<file path="src/rtl/pc_fetch_unit.sv">
// MIPS32 instruction-fetch sequencer: owns the PC, runs a hold-until-ready
// request to instruction memory and presents one instruction at a time to decode.
module pc_fetch_unit #(
  parameter logic [31:0] RESET_PC   = 32'h0040_0000,
  parameter logic [31:0] EXC_VECTOR = 32'h8000_0180
) (
  input  logic        i_clk,
  input  logic        i_rst,
  input  logic        i_stall,
  input  logic        i_branch_taken,
  input  logic [15:0] i_branch_offset,
  input  logic        i_jump,
  input  logic [25:0] i_jump_target,
  input  logic        i_jump_reg,
  input  logic [31:0] i_reg_target,
  input  logic        i_exc,
  output logic        o_imem_req,
  output logic [31:0] o_imem_addr,
  input  logic        i_imem_ready,
  input  logic [31:0] i_imem_rdata,
  output logic [31:0] o_instr,
  output logic [31:0] o_instr_pc,
  output logic        o_instr_valid,
  output logic        o_flush
);

  typedef enum logic [1:0] {
    S_FETCH = 2'd0,
    S_WAIT  = 2'd1,
    S_DRAIN = 2'd2
  } state_t;

  state_t      r_state;
  logic [31:0] r_pc;
  logic [31:0] r_addr_q;
  logic [31:0] r_instr;
  logic [31:0] r_instr_pc;
  logic        r_instr_valid;
  logic        r_flush;

  state_t      w_state_nxt;
  logic [31:0] w_pc_nxt;
  logic [31:0] w_addr_q_nxt;
  logic [31:0] w_instr_nxt;
  logic [31:0] w_instr_pc_nxt;
  logic        w_instr_valid_nxt;
  logic        w_flush_nxt;
  logic        w_req;
  logic [31:0] w_addr;

  logic        w_accept;
  logic        w_slot_free;
  logic        w_redirect;
  logic [31:0] w_p4;
  logic [31:0] w_branch_tgt;
  logic [31:0] w_jump_tgt;
  logic [31:0] w_jr_tgt;
  logic [31:0] w_redirect_tgt;

  assign w_accept    = r_instr_valid && !i_stall;
  assign w_slot_free = !r_instr_valid || !i_stall;
  assign w_redirect  = w_accept && (i_jump_reg || i_jump || i_branch_taken);

  // Redirect targets are relative to the presented instruction; no delay slot.
  assign w_p4         = r_instr_pc + 32'd4;
  assign w_branch_tgt = w_p4 + {{14{i_branch_offset[15]}}, i_branch_offset, 2'b00};
  assign w_jump_tgt   = {w_p4[31:28], i_jump_target, 2'b00};
  assign w_jr_tgt     = i_reg_target & ~32'd3;

  always_comb begin
    if (i_jump_reg)
      w_redirect_tgt = w_jr_tgt;
    else if (i_jump)
      w_redirect_tgt = w_jump_tgt;
    else
      w_redirect_tgt = w_branch_tgt;
  end

  always_comb begin
    w_state_nxt       = r_state;
    w_pc_nxt          = r_pc;
    w_addr_q_nxt      = r_addr_q;
    w_instr_nxt       = r_instr;
    w_instr_pc_nxt    = r_instr_pc;
    w_instr_valid_nxt = r_instr_valid;
    w_flush_nxt       = 1'b0;
    w_req             = 1'b0;
    w_addr            = r_pc;

    unique case (r_state)
      S_FETCH: begin
        w_addr = r_pc;
        w_req  = w_slot_free && !w_redirect && !i_exc;
        if (i_exc || w_redirect) begin
          w_pc_nxt          = i_exc ? EXC_VECTOR : w_redirect_tgt;
          w_instr_valid_nxt = 1'b0;
          w_flush_nxt       = 1'b1;
        end else if (w_req) begin
          w_addr_q_nxt = r_pc;
          if (i_imem_ready) begin
            w_instr_nxt       = i_imem_rdata;
            w_instr_pc_nxt    = r_pc;
            w_instr_valid_nxt = 1'b1;
            w_pc_nxt          = r_pc + 32'd4;
          end else begin
            // Slot was either empty or just accepted, so it is empty while waiting.
            w_instr_valid_nxt = 1'b0;
            w_state_nxt       = S_WAIT;
          end
        end
      end

      S_WAIT: begin
        w_req  = 1'b1;
        w_addr = r_addr_q;
        if (i_exc) begin
          w_pc_nxt          = EXC_VECTOR;
          w_instr_valid_nxt = 1'b0;
          w_flush_nxt       = 1'b1;
          w_state_nxt       = i_imem_ready ? S_FETCH : S_DRAIN;
        end else if (i_imem_ready) begin
          w_instr_nxt       = i_imem_rdata;
          w_instr_pc_nxt    = r_addr_q;
          w_instr_valid_nxt = 1'b1;
          w_pc_nxt          = r_addr_q + 32'd4;
          w_state_nxt       = S_FETCH;
        end
      end

      // The abandoned request must still complete before a new one can start.
      S_DRAIN: begin
        w_req  = 1'b1;
        w_addr = r_addr_q;
        if (i_exc) begin
          w_pc_nxt          = EXC_VECTOR;
          w_instr_valid_nxt = 1'b0;
          w_flush_nxt       = 1'b1;
        end
        if (i_imem_ready)
          w_state_nxt = S_FETCH;
      end

      default: begin
        w_state_nxt = S_FETCH;
      end
    endcase

    if (i_rst)
      w_req = 1'b0;
  end

  always_ff @(posedge i_clk) begin
    if (i_rst) begin
      r_state       <= S_FETCH;
      r_pc          <= RESET_PC;
      r_addr_q      <= RESET_PC;
      r_instr       <= 32'd0;
      r_instr_pc    <= 32'd0;
      r_instr_valid <= 1'b0;
      r_flush       <= 1'b0;
    end else begin
      r_state       <= w_state_nxt;
      r_pc          <= w_pc_nxt;
      r_addr_q      <= w_addr_q_nxt;
      r_instr       <= w_instr_nxt;
      r_instr_pc    <= w_instr_pc_nxt;
      r_instr_valid <= w_instr_valid_nxt;
      r_flush       <= w_flush_nxt;
    end
  end

  assign o_imem_req    = w_req;
  assign o_imem_addr   = w_addr;
  assign o_instr       = r_instr;
  assign o_instr_pc    = r_instr_pc;
  assign o_instr_valid = r_instr_valid;
  assign o_flush       = r_flush;

endmodule
</file>
<file path="config.mk">
export PLATFORM = sky130hd
export DESIGN_NAME = pc_fetch_unit
export DESIGN_NICKNAME = d
export VERILOG_FILES = /design/src/rtl/pc_fetch_unit.sv
export SDC_FILE = /design/constraint.sdc
export NUM_CORES = 1
export LEC_CHECK = 0
export CORE_ASPECT_RATIO = 1.4
export CORE_MARGIN = 1
export CORE_UTILIZATION = 55
export CTS_CLUSTER_SIZE = 14
export DETAILED_ROUTE_END_ITERATION = 10
export DONT_BUFFER_PORTS = 1
export PLACE_DENSITY = 0.69
export SETUP_SLACK_MARGIN = 0.4
export SLEW_MARGIN = 30
export SYNTH_ARGS = -nofsm -noshare
export SYNTH_HDL_FRONTEND = slang
export SYNTH_SLANG_ARGS = --single-unit
</file>
<file path="constraint.sdc">
create_clock -name i_clk -period 9.3 [get_ports i_clk]
set_clock_uncertainty 0.15 [all_clocks]
set_input_delay 0 -clock i_clk [delete_from_list [all_inputs] [get_ports i_clk]]
set_output_delay 0 -clock i_clk [all_outputs]
set_load 0.02 [all_outputs]
</file>
After elaboration in Yosys (flattened, before gate mapping)
Index checks and enable logic that the tools add are counted.
- register bits after elaboration: 132
- add/sub/neg operators: 4
- equality and inequality tests: 12
- bitwise operators: 1
- reduce and logical (&&, ||, !) cells: 22
- mux-type cells: 41
- operator list (kind ; number):
    2-to-1 mux 32 bit ; 19
    case mux 32 bit (2 select lines) ; 2
    adder 32 x 3 -> 32 bit (second input constant) ; 3
    case mux 32 bit (3 select lines) ; 1
    adder 32 bit ; 1
    != test 2 bit (second input constant) ; 7
    2-to-1 mux 2 bit ; 6
    2-to-1 mux 1 bit ; 9
    != test 3 bit (second input constant) ; 3
    AND reduction 4 bit ; 2
    case mux 2 bit (3 select lines) ; 1
    AND reduction 3 bit ; 2
    AND reduction 6 bit ; 1
    AND reduction 5 bit ; 1
    logical AND 1 bit ; 4
    logical NOT 1 bit ; 4
    logical OR 1 bit ; 4
    case mux 1 bit (2 select lines) ; 2
    case mux 1 bit (3 select lines) ; 1
    nonzero test 3 bit ; 1
    equality test 2 x 1 -> 1 bit (second input constant) ; 1
    equality test 2 bit (second input constant) ; 1
    logical NOT 2 bit ; 1
    nonzero test 2 bit ; 1
    2 further kinds ; 2

Logic depth before layout (Yosys ltp)
- depth in word-level cells: 9
- gate-level depth with buffers: 18
- mapped depth without buffers: 18

Worst setup path after synthesis
OpenSTA, ideal clock, no wires.
- path type: reg-to-reg
- start: register r_instr_pc[2], in the netlist o_instr_pc[2]
- end: register r_pc[31]
- slack: 5517 ps
- buffers on the path: 1
- arrival: 3512 ps
- data required time: 9029 ps
- period minus slack after synthesis: 3783 ps
- setup time: 121 ps
- stages on the path, launching flop included: 16
- path through: dfxtp_1 -> ha_1 -> and4_1 -> and3_1 -> buf_2 -> nand3_1 -> xnor2_1 -> ha_1 -> a21o_1 -> a21o_1 -> a21o_1 -> a2111oi_2 -> a21oi_1 -> or3_1 -> a41oi_1 -> nand3_2
- cells in the longest elaborated chain, start to end: 7
- RTL lines (element ; line ; RTL):
    start: declaration ; 37 ; logic [31:0] r_instr_pc;
    start signal: assignment ; 166 ; r_instr_pc <= w_instr_pc_nxt;
    adder 32 x 3 -> 32 bit * ; 65 ; assign w_p4 = r_instr_pc + 32'd4;
    adder 32 bit ; 66 ; assign w_branch_tgt = w_p4 + {{14{i_branch_offset[15]}}, i_branch_offset, 2'b00};
    2-to-1 mux 32 bit * ; 73 ; else if (i_jump)
    2-to-1 mux 32 bit * ; 71 ; if (i_jump_reg)
    2-to-1 mux 32 bit * ; 95 ; w_pc_nxt = i_exc ? EXC_VECTOR : w_redirect_tgt;
    2-to-1 mux 32 bit * ; 94 ; if (i_exc || w_redirect) begin
    case mux 32 bit (3 select lines) * ; 90 ; unique case (r_state)
    end signal: assignment ; 163 ; r_pc <= w_pc_nxt;
    end: declaration ; 34 ; logic [31:0] r_pc;
Every way passes the cells marked *; elsewhere a longest branch is shown, timed or not.
A chain may end at the register's enable or synchronous reset.

Worst setup path after layout
- start: register r_instr_pc[2], in the netlist o_instr_pc[2]
- end: register r_pc[26]
- cells in the longest elaborated chain, start to end: 7
- RTL lines (element ; line):
    adder 32 x 3 -> 32 bit ; 65
    adder 32 bit ; 66
    2-to-1 mux 32 bit ; 73
    2-to-1 mux 32 bit ; 71
    2-to-1 mux 32 bit ; 95
    2-to-1 mux 32 bit ; 94
    case mux 32 bit (3 select lines) ; 90
Every way passes these cells.

==> impl_metrics.tcl <==
set metrics [dict create \
    path_class "flop to flop" \
    synth_fa_ha_area_share_pct 5.75 \
    io_pins 213 \
    slew_viol_final 0 \
    avgSynthCellArea_um2 7.53 \
    synth_seq_area_share_pct 27.2 \
    fmax_mhz 203 \
    ir_drop_mv 0.138 \
    rsz0062_at_grt "false" \
    synthSimpleGateAreaFrac_pct 22.0 \
    synth_ff_type "dfxtp_1" \
    r2r_start "o_instr_pc[2]" \
    tightest_slew_ns 0.988 \
    instances_no_fill 1577 \
    fp.dieW_um 114 \
    start_util_pct 56.0 \
    cts_tree "yes" \
    dp.cells 1435 \
    synth_edf_count 0 \
    drc 0 \
    synth.area.top_cells "dfxtp_1, nand2_1, a21oi_1, ha_1, xnor2_1" \
    die_h_um 159 \
    ys_seq_elements 132 \
    rows 57 \
    p_switching_w 0.000586 \
    insertion_delay_ns 0.43 \
    period_share_pct 53.1 \
    crit_required_ns 9.51 \
    pwr-share-seq_pct 37.6 \
    dpl_cell_area_um2 9670 \
    root_buffer "clkbuf_16" \
    cp_max_fo 6 \
    cp_slowest_stage_delay_ns 0.65 \
    synth_xor_area_share_pct 9.19 \
    total_power_w 0.00183 \
    place.gp.congestion 0.949 \
    cp.arrival_ns 5.15 \
    synth_compound_area_share_pct 23.6 \
    setup_tns_ns 0 \
    hp-class "input pin to flop" \
    post_drt_wl_per_cell_um 19.5 \
    grt_overflow 0 \
    synth_top_cell_by_area "dfxtp_1" \
    pwr-share-clk_pct 39.9 \
    routed_wl_um 30700 \
    ys.warnings.count 0 \
    cts.sinks 132 \
    final_nets 1485 \
    grt_max_degree 117 \
    synth_top_family_by_area "compound AO/OA/AOI/OAI gates" \
    grt_pass1_wl_um 48100 \
    fillers 1521 \
    power.density_nw_per_um2 160 \
    synth_top_area_share_pct 27.2 \
    finalHoldViolCount 0 \
    synthArstFlopShare_pct 0 \
    cp-end-kind "flop" \
    synthCells 1288 \
    path_cells "nand3_1, nor2_1, nand3_1, inv_1, nand2_1, inv_1, nand4_1, xnor2_1, ha_1, a21o_1, a211oi_1, o21ai_0, a311oi_1, xor2_1, o211ai_1, o211ai_1, dlygate4sd3_1, a21oi_1" \
    io_buffers 0 \
    path_clk_slew_ns 0.06 \
    netlist_area_um2 9700 \
    ctsLongestPathBuffers 2 \
    grt.total_usage_pct 33.5 \
    post_cts_buffers 0 \
    core_area_um2 17300 \
    ant_nets 0 \
    via_per_inst 6.23 \
    cp_slowest_cell "a311oi_1" \
    hp-start "i_jump_reg" \
    setup.worst_path.start_class "flop" \
    drt-pass1-iter-count 5 \
    vias 9827 \
    antenna_found_initial 1 \
    post-route-min-period_ns 4.93 \
    cellLeakagePower_nw 4.22 \
    cts-htree-levels 4 \
    area_growth_pct 17.9 \
    syn_nets 1446 \
    status "complete, no violations" \
    dp_slack_ns 4.83 \
    drt_iter0_markers 780 \
    setup_viol 0 \
    dpl.hpwl_um 20600 \
    p_int_w 0.00125 \
    grt_pass1_vias 9249 \
    numCtsBuffers 17 \
    layout_setup_ws_ns 4.37 \
    synth_mux_area_share_pct 7.08 \
    startpoint "o_instr_pc[2]" \
    swShare_pct 32.0 \
    stdcell_area_um2 11400 \
    dieArea_um2 18200 \
    synth_cell_types 68 \
    pwr-share-comb_pct 22.5 \
    drv_cap 0 \
    maxSlewHeadroom_pct 33.9 \
    drive_gt1_share_pct 6.94 \
]
[cell type report]
type,count,area [um2],share of cell area [%]
diodes,1,2.50,0.0219
repair buffers,117,1180,10.3
well taps,236,295,2.58
clock buffers,20,467,4.08
clock inverters,12,178,1.55
flip-flops and latches,132,2640,23.1
inverters,25,93.8,0.821
multi-input cells,1034,6580,57.5
[worst paths after layout]
kind	end	slack, ns	cells past startpoint
max	r_pc[26]	4.37	18
min	r_pc[0]	0.03	3
max reg2reg	r_pc[26]	4.37	18
min reg2reg	r_addr_q[0]	0.34	2
[critical path: cells and delay by family (launching register included)]
kind	cells	cell delay [ns]
compound gates	7	1.71
simple gates	5	0.89
buf+inv	3	0.89
flops	1	0.54
xor+xnor	2	0.37
fa+ha+maj	1	0.31
[logic make-up (layout without fill, tap and decap cells)]
logic type / after synthesis / in the layout
compound gates: 360 / 360
xor+xnor: 101 / 101
fa+ha+maj: 44 / 44
buf+inv: 122 / 174
flops: 132 / 132
mux: 65 / 65
other cells: 0 / 1
simple gates: 464 / 464
[routing by layer]
| metal | wire length [um] | vias up | global-route usage, % |
|---|---|---|---|
| met5 | 0 | - | 0 |
| met4 | 1040 | 0 | 14.7 |
| li1 | - | 4699 | - |
| met3 | 2620 | 78 | 7.27 |
| met1 | 12700 | 4598 | 41.9 |
| met2 | 14400 | 452 | 54.8 |
[power groups by stage]
stage / logic (W) / clock network [W] / registers [W]
after floorplan: 0.000309 / 0 / 0.000674
after global placement: 0.000346 / 0 / 0.000699
after detailed placement: 0.000351 / 0 / 0.000700
after CTS: 0.000403 / 0.000741 / 0.000688
after global routing: 0.000450 / 0.000760 / 0.000697
final: 0.000412 / 0.000731 / 0.000690
[flip-flops by register name (all words and copies together), names as in the netlist]
name,count
o_instr_valid,1
o_flush,1
r_addr_q,32
o_instr,32
o_instr_pc,32
r_pc,32
r_state,2
[cell usage after synthesis (8+ instances only)]
cell type and instances:
buf_1 8, mux2i_1 36, dfxtp_1 132, a21o_1 19, nand2b_1 13, nor3_1 16
o21ai_0 44, and3_1 13, xor2_1 48, clkbuf_1 62, a31oi_1 20, nor2_1 105
ha_1 43, xnor2_1 52, o21ai_1 16, o22ai_1 11, nand3_1 37, buf_2 24
mux2_2 29, and4_1 19, a211oi_1 43, a221oi_1 8, nand4_1 23, a21oi_1 125
inv_1 23, nand2_1 210, o211ai_1 22, o21a_1 8
[layout by cell type (no fill, tap or decap), types with 4 or more instances in the layout]
master and n:
xnor2_1 52, dlygate4sd3_1 105, nand3_1 36, a221o_1 4, o31ai_1 4, a211oi_1 43
clkbuf_16 17, nand2_1 210, nor2_1 105, a32oi_1 5, nor2b_1 5, buf_4 8
and4_1 19, mux2_2 29, xor2_1 48, nor3_1 15, o221ai_1 5, o21ai_0 44
ha_1 41, a31oi_1 20, nand2b_1 13, inv_1 23, and3_1 12, a21oi_1 125
a221oi_1 8, a21o_1 19, o22ai_1 11, o211ai_1 22, nand4_1 23, o21a_1 8
dfxtp_1 132, clkinvlp_4 4, mux2i_1 36, o21ai_1 16, bufinv_16 4
[through the flow]
stage | hold WS, ns | util, %
4_1_cts | 0.000873 | 65.8
5_1_grt | 0.0390 | 66.0
6_report | 0.0331 | 66.0
2_1_floorplan | -0.0140 | -
3_3_place_gp | -0.0746 | 55.8
3_5_place_dp | -0.0717 | 55.8
[timing repair]
| item | 4_1_cts | 5_1_grt |
|---|---|---|
| hold buffers | 107 | 1 |
| hold endpoints to repair | 133 | 11 |
| resized for setup | 0 | 0 |
No activity file was read; power rests on OpenSTA's default activity.
